[src/rtl/midi_gate_controller_if.sv]
// Byte-stream input and voice-control output bundle between the UART receiver,
// the MIDI gate controller and the voice (adsr envelope + oscillator).
interface midi_gate_controller_if;
   logic [3:0] channel;
   logic [7:0] rx_data;
   logic       rx_valid;
   logic       gate;
   logic [6:0] note;
   logic [6:0] velocity;
   logic       note_on;

   modport master (
      output channel, rx_data, rx_valid,
      input  gate, note, velocity, note_on
   );

   modport slave (
      input  channel, rx_data, rx_valid,
      output gate, note, velocity, note_on
   );
endinterface

[src/rtl/midi_gate_controller.sv]
// Monophonic MIDI note-on/note-off parser driving the adsr gate, note and velocity,
// with running status, velocity-0 note-off, channel filtering and optional retrigger.
module midi_gate_controller #(
   parameter bit RETRIGGER = 1'b1,
   parameter bit OMNI      = 1'b0
) (
   input  logic                          clock,
   input  logic                          reset,
   midi_gate_controller_if.slave         bus
);

   typedef enum logic [1:0] {
      IDLE    = 2'd0,
      WAIT_D1 = 2'd1,
      WAIT_D2 = 2'd2
   } state_t;

   state_t     state;
   logic       status_on;
   logic [6:0] pending_note;
   logic       gate_q;
   logic       retrig_low;
   logic [6:0] note_q;
   logic [6:0] velocity_q;
   logic       note_on_q;

   logic       is_status;
   logic       is_realtime;
   logic       is_voice;
   logic       chan_match;
   logic       sounding;

   assign is_status   = bus.rx_data[7];
   assign is_realtime = (bus.rx_data[7:3] == 5'b11111);
   assign is_voice    = (bus.rx_data[7:5] == 3'b100);
   assign chan_match  = OMNI || (bus.rx_data[3:0] == bus.channel);
   // A retrigger low cycle still counts as a held note for note-off and legato purposes.
   assign sounding    = gate_q || retrig_low;

   always_ff @(posedge clock or posedge reset) begin
      if (reset) begin
         state        <= IDLE;
         status_on    <= 1'b0;
         pending_note <= 7'd0;
         gate_q       <= 1'b0;
         retrig_low   <= 1'b0;
         note_q       <= 7'd0;
         velocity_q   <= 7'd0;
         note_on_q    <= 1'b0;
      end else begin
         note_on_q <= 1'b0;
         if (retrig_low) begin
            gate_q     <= 1'b1;
            retrig_low <= 1'b0;
         end

         if (bus.rx_valid) begin
            if (is_status) begin
               if (is_realtime) begin
                  // Real-time bytes may interleave anywhere and leave parsing untouched.
               end else if (is_voice && chan_match) begin
                  status_on <= bus.rx_data[4];
                  state     <= WAIT_D1;
               end else begin
                  status_on <= 1'b0;
                  state     <= IDLE;
               end
            end else begin
               case (state)
                  WAIT_D1: begin
                     pending_note <= bus.rx_data[6:0];
                     state        <= WAIT_D2;
                  end
                  WAIT_D2: begin
                     state <= WAIT_D1;
                     if (status_on && (bus.rx_data[6:0] != 7'd0)) begin
                        note_q     <= pending_note;
                        velocity_q <= bus.rx_data[6:0];
                        note_on_q  <= 1'b1;
                        if (RETRIGGER && sounding) begin
                           gate_q     <= 1'b0;
                           retrig_low <= 1'b1;
                        end else begin
                           gate_q     <= 1'b1;
                           retrig_low <= 1'b0;
                        end
                     end else if (sounding && (pending_note == note_q)) begin
                        // Release keeps note and velocity so the envelope tail uses them.
                        gate_q     <= 1'b0;
                        retrig_low <= 1'b0;
                     end
                  end
                  default: begin
                  end
               endcase
            end
         end
      end
   end

   assign bus.gate     = gate_q;
   assign bus.note     = note_q;
   assign bus.velocity = velocity_q;
   assign bus.note_on  = note_on_q;

endmodule
[src/flat_wrapper.sv]
// flat-port wrapper written by rule: the top's interface ports become plain ports
module midi_gate_controller_flat 
#(
   parameter bit RETRIGGER = 1'b1,
   parameter bit OMNI      = 1'b0
)
  (clock, reset, bus_channel, bus_rx_data, bus_rx_valid, bus_gate, bus_note, bus_velocity, bus_note_on);
  midi_gate_controller_if bus_i ();
  input  logic clock;
  input  logic reset;
  input wire logic [$bits(bus_i.channel)-1:0] bus_channel;
  input wire logic [$bits(bus_i.rx_data)-1:0] bus_rx_data;
  input wire logic [$bits(bus_i.rx_valid)-1:0] bus_rx_valid;
  output wire logic [$bits(bus_i.gate)-1:0] bus_gate;
  output wire logic [$bits(bus_i.note)-1:0] bus_note;
  output wire logic [$bits(bus_i.velocity)-1:0] bus_velocity;
  output wire logic [$bits(bus_i.note_on)-1:0] bus_note_on;
  assign bus_i.channel = bus_channel;
  assign bus_i.rx_data = bus_rx_data;
  assign bus_i.rx_valid = bus_rx_valid;
  assign bus_gate = bus_i.gate;
  assign bus_note = bus_i.note;
  assign bus_velocity = bus_i.velocity;
  assign bus_note_on = bus_i.note_on;
  midi_gate_controller #(.RETRIGGER(RETRIGGER), .OMNI(OMNI)) u_core (.clock(clock), .reset(reset), .bus(bus_i));
endmodule
[config.mk]
export PLATFORM = sky130hd
export DESIGN_NAME = midi_gate_controller_flat
export DESIGN_NICKNAME = d
export VERILOG_FILES = /design/src/rtl/midi_gate_controller_if.sv /design/src/rtl/midi_gate_controller.sv /design/src/flat_wrapper.sv
export SDC_FILE = /design/constraint.sdc
export NUM_CORES = 1
export LEC_CHECK = 0
export ABC_AREA = 1
export BUFFER_PORTS_ARGS = -buffer_cell sky130_fd_sc_hd__buf_2
export CAP_MARGIN = 10
export CORE_UTILIZATION = 50
export CTS_CLUSTER_DIAMETER = 120
export DETAILED_ROUTE_END_ITERATION = 8
export GPL_ROUTABILITY_DRIVEN = 0
export PLACE_DENSITY = 0.71
export SLEW_MARGIN = 20
export SYNTH_ARGS = -nofsm -noshare
export SYNTH_HDL_FRONTEND = slang
export SYNTH_SLANG_ARGS = --single-unit
[constraint.sdc]
create_clock -name clock -period 2.05 [get_ports clock]
set_clock_uncertainty 0.15 [all_clocks]
set_input_delay 0.41 -clock clock [delete_from_list [all_inputs] [get_ports clock]]
set_output_delay 0.41 -clock clock [all_outputs]
set_load 0.01 [all_outputs]
==> results of run 1 <==
area by class of cell:
| type | count | area share [%] |
|---|---|---|
| Multi-Input combinational cell | 104 | 34.3 |
| Tap cell | 30 | 2.41 |
| Clock buffer | 4 | 1.68 |
| Inverter | 26 | 6.25 |
| Sequential cell | 27 | 43.3 |
| Timing Repair Buffer | 33 | 12.0 |
metrics by stage:
stage	utilization, %	power, W	hold slack, ns	instance area, sq um
global route	62.4	0.00131	0.213	1560
CTS	62.4	0.00123	0.214	1560
floorplan	-	0.000927	0.313	1340
detailed placement	61.0	0.00101	0.320	1520
finish	62.4	0.00122	0.220	1560
global placement	61.0	0.000993	0.314	1520
state kept, by name, summed over array words and instances (netlist names):
name                 count
u_core.bus.gate          1
u_core.pending_note      7
u_core.bus.note_on       1
u_core.bus.velocity      7
u_core.bus.note          7
u_core.status_on         1
u_core.state             2
u_core.retrig_low        1
power by group:
group / internal [W] / switching, W
sequential: 0.000618 / 0.0000712
combinational: 0.000120 / 0.000189
clock: 0.0000761 / 0.000148
cells in the final DEF (no fill, tap or decap):
master,Yosys,layout
dfrtp_1,27,27
nor3_4,1,1
xnor2_1,4,4
nand2_2,1,1
clkbuf_1,0,1
o21ai_2,11,11
nor3_1,2,2
xor2_1,1,1
o21ai_0,11,11
a21oi_1,1,1
nand3_1,4,4
or2_2,1,1
nand4_1,2,2
buf_2,1,30
buf_12,0,1
nor2_4,1,1
inv_1,24,24
a21oi_2,1,1
nand2_4,1,1
buf_4,0,1
inv_2,2,2
nor2_1,9,9
nand2_1,53,53
clkbuf_4,0,3
dlygate4sd3_1,0,1
layer usage:
layer | vias up | GRT usage [%] | part of all wire, %
met5 | - | 0 | 0
met4 | 0 | 10.5 | 1.4
met3 | 4 | 2.82 | 3.8
met2 | 32 | 32.5 | 49
met1 | 499 | 25.2 | 45
li1 | 561 | - | -
tightest hold or removal path: cells and delay by family:
kind	cells	cell delay, ns
compound gates	1	0.06
buf+inv	2	0.20
how the worst max path moves through the flow:
stage,endpoint,cells after the start,slack (ns),startpoint
after global placement,u_core.bus.note[2]$_DFFE_PP0P_,7,0.48,bus_rx_data[3]
after floorplan,u_core.bus.velocity[1]$_DFFE_PP0P_,7,0.70,u_core.state[0]$_DFFE_PP0P_
after detailed placement,u_core.bus.velocity[2]$_DFFE_PP0P_,7,0.46,bus_rx_data[3]
final,u_core.bus.velocity[0]$_DFFE_PP0P_,7,0.52,u_core.state[0]$_DFFE_PP0P_
after CTS,u_core.bus.velocity[2]$_DFFE_PP0P_,7,0.53,u_core.state[0]$_DFFE_PP0P_
after global routing,u_core.pending_note[4]$_DFFE_PP0P_,5,0.45,u_core.state[0]$_DFFE_PP0P_
cell families after synthesis:
group	count (synthesis)	share of synthesized area [%]
DFF	27	50.6
buffers and inverters	29	9.36
AOI/OAI and AO/OA	24	12.4
xor gates and xnor gates	5	3.28
and+or+nand+nor	75	24.4
timing repair:
action,4_1_cts,5_1_grt
hold buffers,1,0
setup endpoints to repair,0,0
endpoints found under the hold margin,27,0
==> reports/summary.txt, run 1 <==
Pre-Repair DR Iteration Count: 4
Initial antenna violation count: 0
Worst path arrival time: 1.60 ns
PD cells: 784 nW/um^2
Register area: 676 sq um
Max H-tree Level: 1
Critical path's slowest cell: dfrtp_1
Clk sinks: 27
Syn_nets: 175
DR vias: 1,096
Setup slack, reg-to-reg: 0.52 ns
Hold Path End: u_core.bus.velocity[4]$_DFFE_PP0P_
Die H: 53.7 microns
Worst Tran Pin Value: 0.443 ns
Largest net degree at the start of global routing: 28
Top Family by Delay on Critical Path: simple AND/OR/NAND/NOR gates
Total core area: 2500 sq um
FF-to-FF End: u_core.bus.velocity[0]$_DFFE_PP0P_
HP Start: bus_rx_data[4]
Gate Count Post-Synth: 160
Ports: 31
Final ANT Viol Nets: 0
HP Class: input port to flop
Final number of hold-violating endpoints: 0
RSZ-0062 raised after global routing: no
Post-synth top cells: 53 x nand2_1, 27 x dfrtp_1, 24 x inv_1
Vias in the first global route: 1,013
Post-Layout Cell Count: 224
I/O Buffers: 30
Worst Setup Start Kind: flop
Tcrit/Tclk final: 74.5%
Clock latency on the worst-skew pair: 0.32 ns
Status: completed
Post-Route WL: 2550 microns
DRC: 0
Total grt overflow: 0
Root buf cell: clkbuf_4
Distinct cells, synth: 21
Register area share after synthesis: 50.6%
Setup bufs post-CTS: 0
Crit. End Element: flop
Vias per inst: 4.89
# rows: 18
Ranking of synthesized cells by area: dfrtp_1 51%, nand2_1 15%, o21ai_2 7.2%
Worst Slack Setup Final: 0.523 ns
Layout fillers: 223
Worst R2R Start: u_core.state[0]$_DFFE_PP0P_
CTS tree: built
Die width: 53.7 microns
Dpl ws: 0.462 ns
Reg2Reg Depth: 7
Share of layout cells above drive strength 1: 27.8%
Fin nets: 210
Max-slew violations: 0
Post-layout min period: 1.53 ns
Area taken by multi-input logic gates: 536 sq um
Total CTS buffers: 3
Critical Path Fanout Max: 18
DR WL/cell: 11.4 microns
Die area: 2880 sq um
Hold path cells: 3
Slew margin rel.: 70.4%
Worst-path clk slew: 0.14 ns
Clock buffer depth: 2
DR iter-0 viols: 26
LEAKAGE: 0.879 nW
Detailed placer's ending HPWL: 1950 microns
Ys async rst share: 100%
Post-CTS sizing: 0
Crit-path max cell delay: 0.43 ns
Post-synth EDFFs: 0
Dpl cells: 219
VDD IR max: 0.609 mV
Area share of the largest cell type after synthesis: 50.6%
Synthesis-stage register bit count: 27
Initial Util: 53.5%
Leading area contributor after synthesis: dfrtp_1
Setup TNS: 0 ns
ANT cells: 0
Worst Path Buf+Inv: 1
Setup violators final: 0
Count leader, synth: nand2_1
Syn_area_per_cell: 8.35 sq um
Total GRT Usage: 19.9%
Synth warn: 0
Post-Syn Area: 1340 sq um
Setup CP Type: flop to flop
Synthesis-to-finish area growth: 16.8%
MaxCap Viol Count: 0
FMAX: 655 MHz
Synth Flop Type: dfrtp_1
Crit path required time: 2.12 ns
Crit path cell chain: nor2_4 -> nand2_2 -> nor3_4 -> nand2_4 -> buf_12 -> nand2_1 -> o21ai_2
First-pass GRT wire length: 4150 microns
(Power assumes the default switching activity.)
==> inputs of run 2 (changes only) <==
Settings changed: CORE_UTILIZATION 50 to 47, PLACE_DENSITY 0.71 to 0.7.
Clock period 2.05 ns to 1.4 ns, I/O delays scaled along.
==> run 2 against run 1 <==
  * The run now ends with setup timing left
  * Non-clock buffer count rose by 13
  * Sequential share of layout area fell by 3.0 points
  * Critical path depth did not move
  * Combinational power rose by 60%
  * Sequential cell count did not move
  * Critical path type unchanged
  * Routed wire length rose by 1.5%
  * Die area rose by 6.1%
  * Highest routed layer unchanged
==> reports/summary.txt, run 2 (synthesis gave the netlist of run 1 again) <==
Crit. End Element: flop
Post-layout min period: 1.44 ns (-0.0872 ns)
Layout fillers: 234 (+4.9%)
Vias per inst: 4.81 (-1.7%)
FMAX: 694 MHz (+6.1%)
Largest net degree at the start of global routing: 28 (unchanged)
VDD IR max: 0.716 mV (+18%)
DRC: 0 (unchanged)
CTS tree: built
ANT cells: 0 (unchanged)
MaxCap Viol Count: 0 (unchanged)
Worst Setup Start Kind: flop
Share of layout cells above drive strength 1: 35.3% (+7.4 points)
HP Class: input port to flop
Power share of the combinational group: 27.1% (+1.8 points)
Final ANT Viol Nets: 0 (unchanged)
Final number of hold-violating endpoints: 0 (unchanged)
P_sw: 0.000612 W (+50%)
Fin nets: 223 (+6.2%)
DR WL/cell: 10.9 microns (-4.0%)
Worst path arrival time: 1.51 ns (-0.09 ns)
Die area: 3060 sq um (+6.1%)
Hold_ws: 0.0918 ns (-0.128 ns)
Worst Slack Setup Final: -0.0399 ns (-0.563 ns)
Failing checks: setup timing
Dpl cells: 232 (+5.9%)
Most frequent cells in the layout: 48 x nand2_1, 30 x buf_2, 27 x dfrtp_1
Max-slew violations: 0 (unchanged)
Total CTS buffers: 3 (unchanged)
Total grt overflow: 0 (unchanged)
First-pass GRT wire length: 4630 microns (+12%)
Total GRT Usage: 18.7% (-1.2 points)
I/O Buffers: 30 (unchanged)
Internal Power: 0.00123 W (+51%)
LEAKAGE: 0.938 nW (+6.7%)
Pre-Repair DR Iteration Count: 4 (unchanged)
Reg2Reg Depth: 7 (unchanged)
Register area: 676 sq um (unchanged)
Area taken by multi-input logic gates: 558 sq um (+4.2%)
Total core area: 2590 sq um (+3.6%)
Clk sinks: 27 (unchanged)
Setup violators final: 12 (+12)
DR vias: 1,140 (+4.0%)
PD cells: 1100 nW/um^2 (+40%)
Status: finished, violations left
# rows: 18 (unchanged)
Post-Route WL: 2590 microns (+1.5%)
Detailed placer's ending HPWL: 2080 microns (+6.7%)
Switching part of the total power: 33.3% (-0.14 points)
Synthesis-to-finish area growth: 25.4%
Post-Layout Cell Count: 237 (+5.8%)
Worst-path clk slew: 0.14 ns (about the same)
Ports: 31 (unchanged)
Initial antenna violation count: 0 (unchanged)
Die width: 55.3 microns (+3.0%)
Initial Util: 51.6% (-1.9 points)
Die H: 55.3 microns (+3.0%)
DR iter-0 viols: 21 (-19%)
Clock latency on the worst-skew pair: 0.31 ns (about the same)
Tcrit/Tclk final: 103% (+28 points)
Crit path required time: 1.47 ns (-0.65 ns)
Worst Tran Pin Value: 0.343 ns (-0.100 ns)
Vias in the first global route: 1,126 (+11%)
Max H-tree Level: 1 (unchanged)
Clock buffer depth: 2 (unchanged)
Hold path cells: 3 (unchanged)
Setup CP Type: flop to flop
Clk network pwr share: 17.8% (-0.5 points)
Critical Path Fanout Max: 10 (-8)
Slew margin rel.: 77.1% (+6.7 points)
Root buf cell: clkbuf_4
Flop pwr share: 55.1% (-1.2 points)
RSZ-0062 raised after global routing: yes
Most common library cell in the layout ignoring fill and taps: nand2_1
## run 2: cell count changes in the layout (fill, tap and decap cells not counted), sizes merged
| cell | before | now |
|---|---|---|
| buf | 32 | 45 |
## run 2: power groups by stage
| stage | clock network (W) | logic, W | registers (W) |
|---|---|---|---|
| after floorplan | 0 | 0.000352 | 0.00101 |
| after global placement | 0 | 0.000473 | 0.00102 |
| after detailed placement | 0 | 0.000493 | 0.00103 |
| after CTS | 0.000345 | 0.000497 | 0.00101 |
| after global routing | 0.000370 | 0.000585 | 0.00103 |
| final | 0.000328 | 0.000497 | 0.00101 |
## run 2: timing repair
item                                    CTS  global route
endpoints found under the hold margin    27             0
gates resized for setup                   7             2
pin swaps                                 1             0
setup buffers                             0             0
hold buffers                              1             0
cloned                                    0             0
endpoints found under the setup margin   14            17
## run 2: per-stage QoR
| step | util [%] | total power [W] | setup WS (ns) | area [sq um] | setup TNS [ns] |
|---|---|---|---|---|---|
| finish | 64.7 | 0.00184 | -0.0399 | 1680 | -0.244 |
| global route | 64.7 | 0.00199 | -0.106 | 1680 | -1.29 |
| CTS | 64.3 | 0.00185 | -0.0529 | 1670 | -0.440 |
| detailed placement | 62.1 | 0.00152 | -0.0396 | 1610 | -0.249 |
| global placement | 62.1 | 0.00149 | -0.00646 | 1610 | -0.0184 |
| floorplan | - | 0.00136 | 0.0496 | 1340 | 0 |
## run 2: metal layers
metal / GRT usage (%) / share of wire (%)
met5: 0 / 0
met4: 6.43 / 0.73
met1: 23.4 / 47
met3: 2.81 / 4.0
met2: 32.9 / 48
## run 2: worst paths after layout
path	from	end	slack, ns
max	u_core.state[0]$_DFFE_PP0P_	u_core.bus.velocity[4]$_DFFE_PP0P_	-0.04
min	bus_rx_data[0]	u_core.bus.velocity[0]$_DFFE_PP0P_	0.09
max reg2reg	u_core.state[0]$_DFFE_PP0P_	u_core.bus.velocity[4]$_DFFE_PP0P_	-0.04
min reg2reg	u_core.bus.velocity[5]$_DFFE_PP0P_	u_core.bus.velocity[5]$_DFFE_PP0P_	0.35
max in group asynchronous	reset	u_core.pending_note[4]$_DFFE_PP0P_	0.45
min in group asynchronous	reset	u_core.bus.note[3]$_DFFE_PP0P_	0.39
## run 2: final cells by class
type | instances | area share [%]
multi-input cells | 104 | 33.3
repair buffers | 46 | 16.7
inverters | 26 | 5.83
flip-flops and latches | 27 | 40.3
well taps | 30 | 2.24
clock buffers | 4 | 1.57
## run 2: critical path, stage by stage, from the launching register on
cell and delay [ns]:
dfrtp_1 0.43, nor2_4 0.13, nand2_2 0.07, nor3_4 0.15, nand2_4 0.13, buf_4 0.18, nand2_1 0.07, o21ai_2 0.05
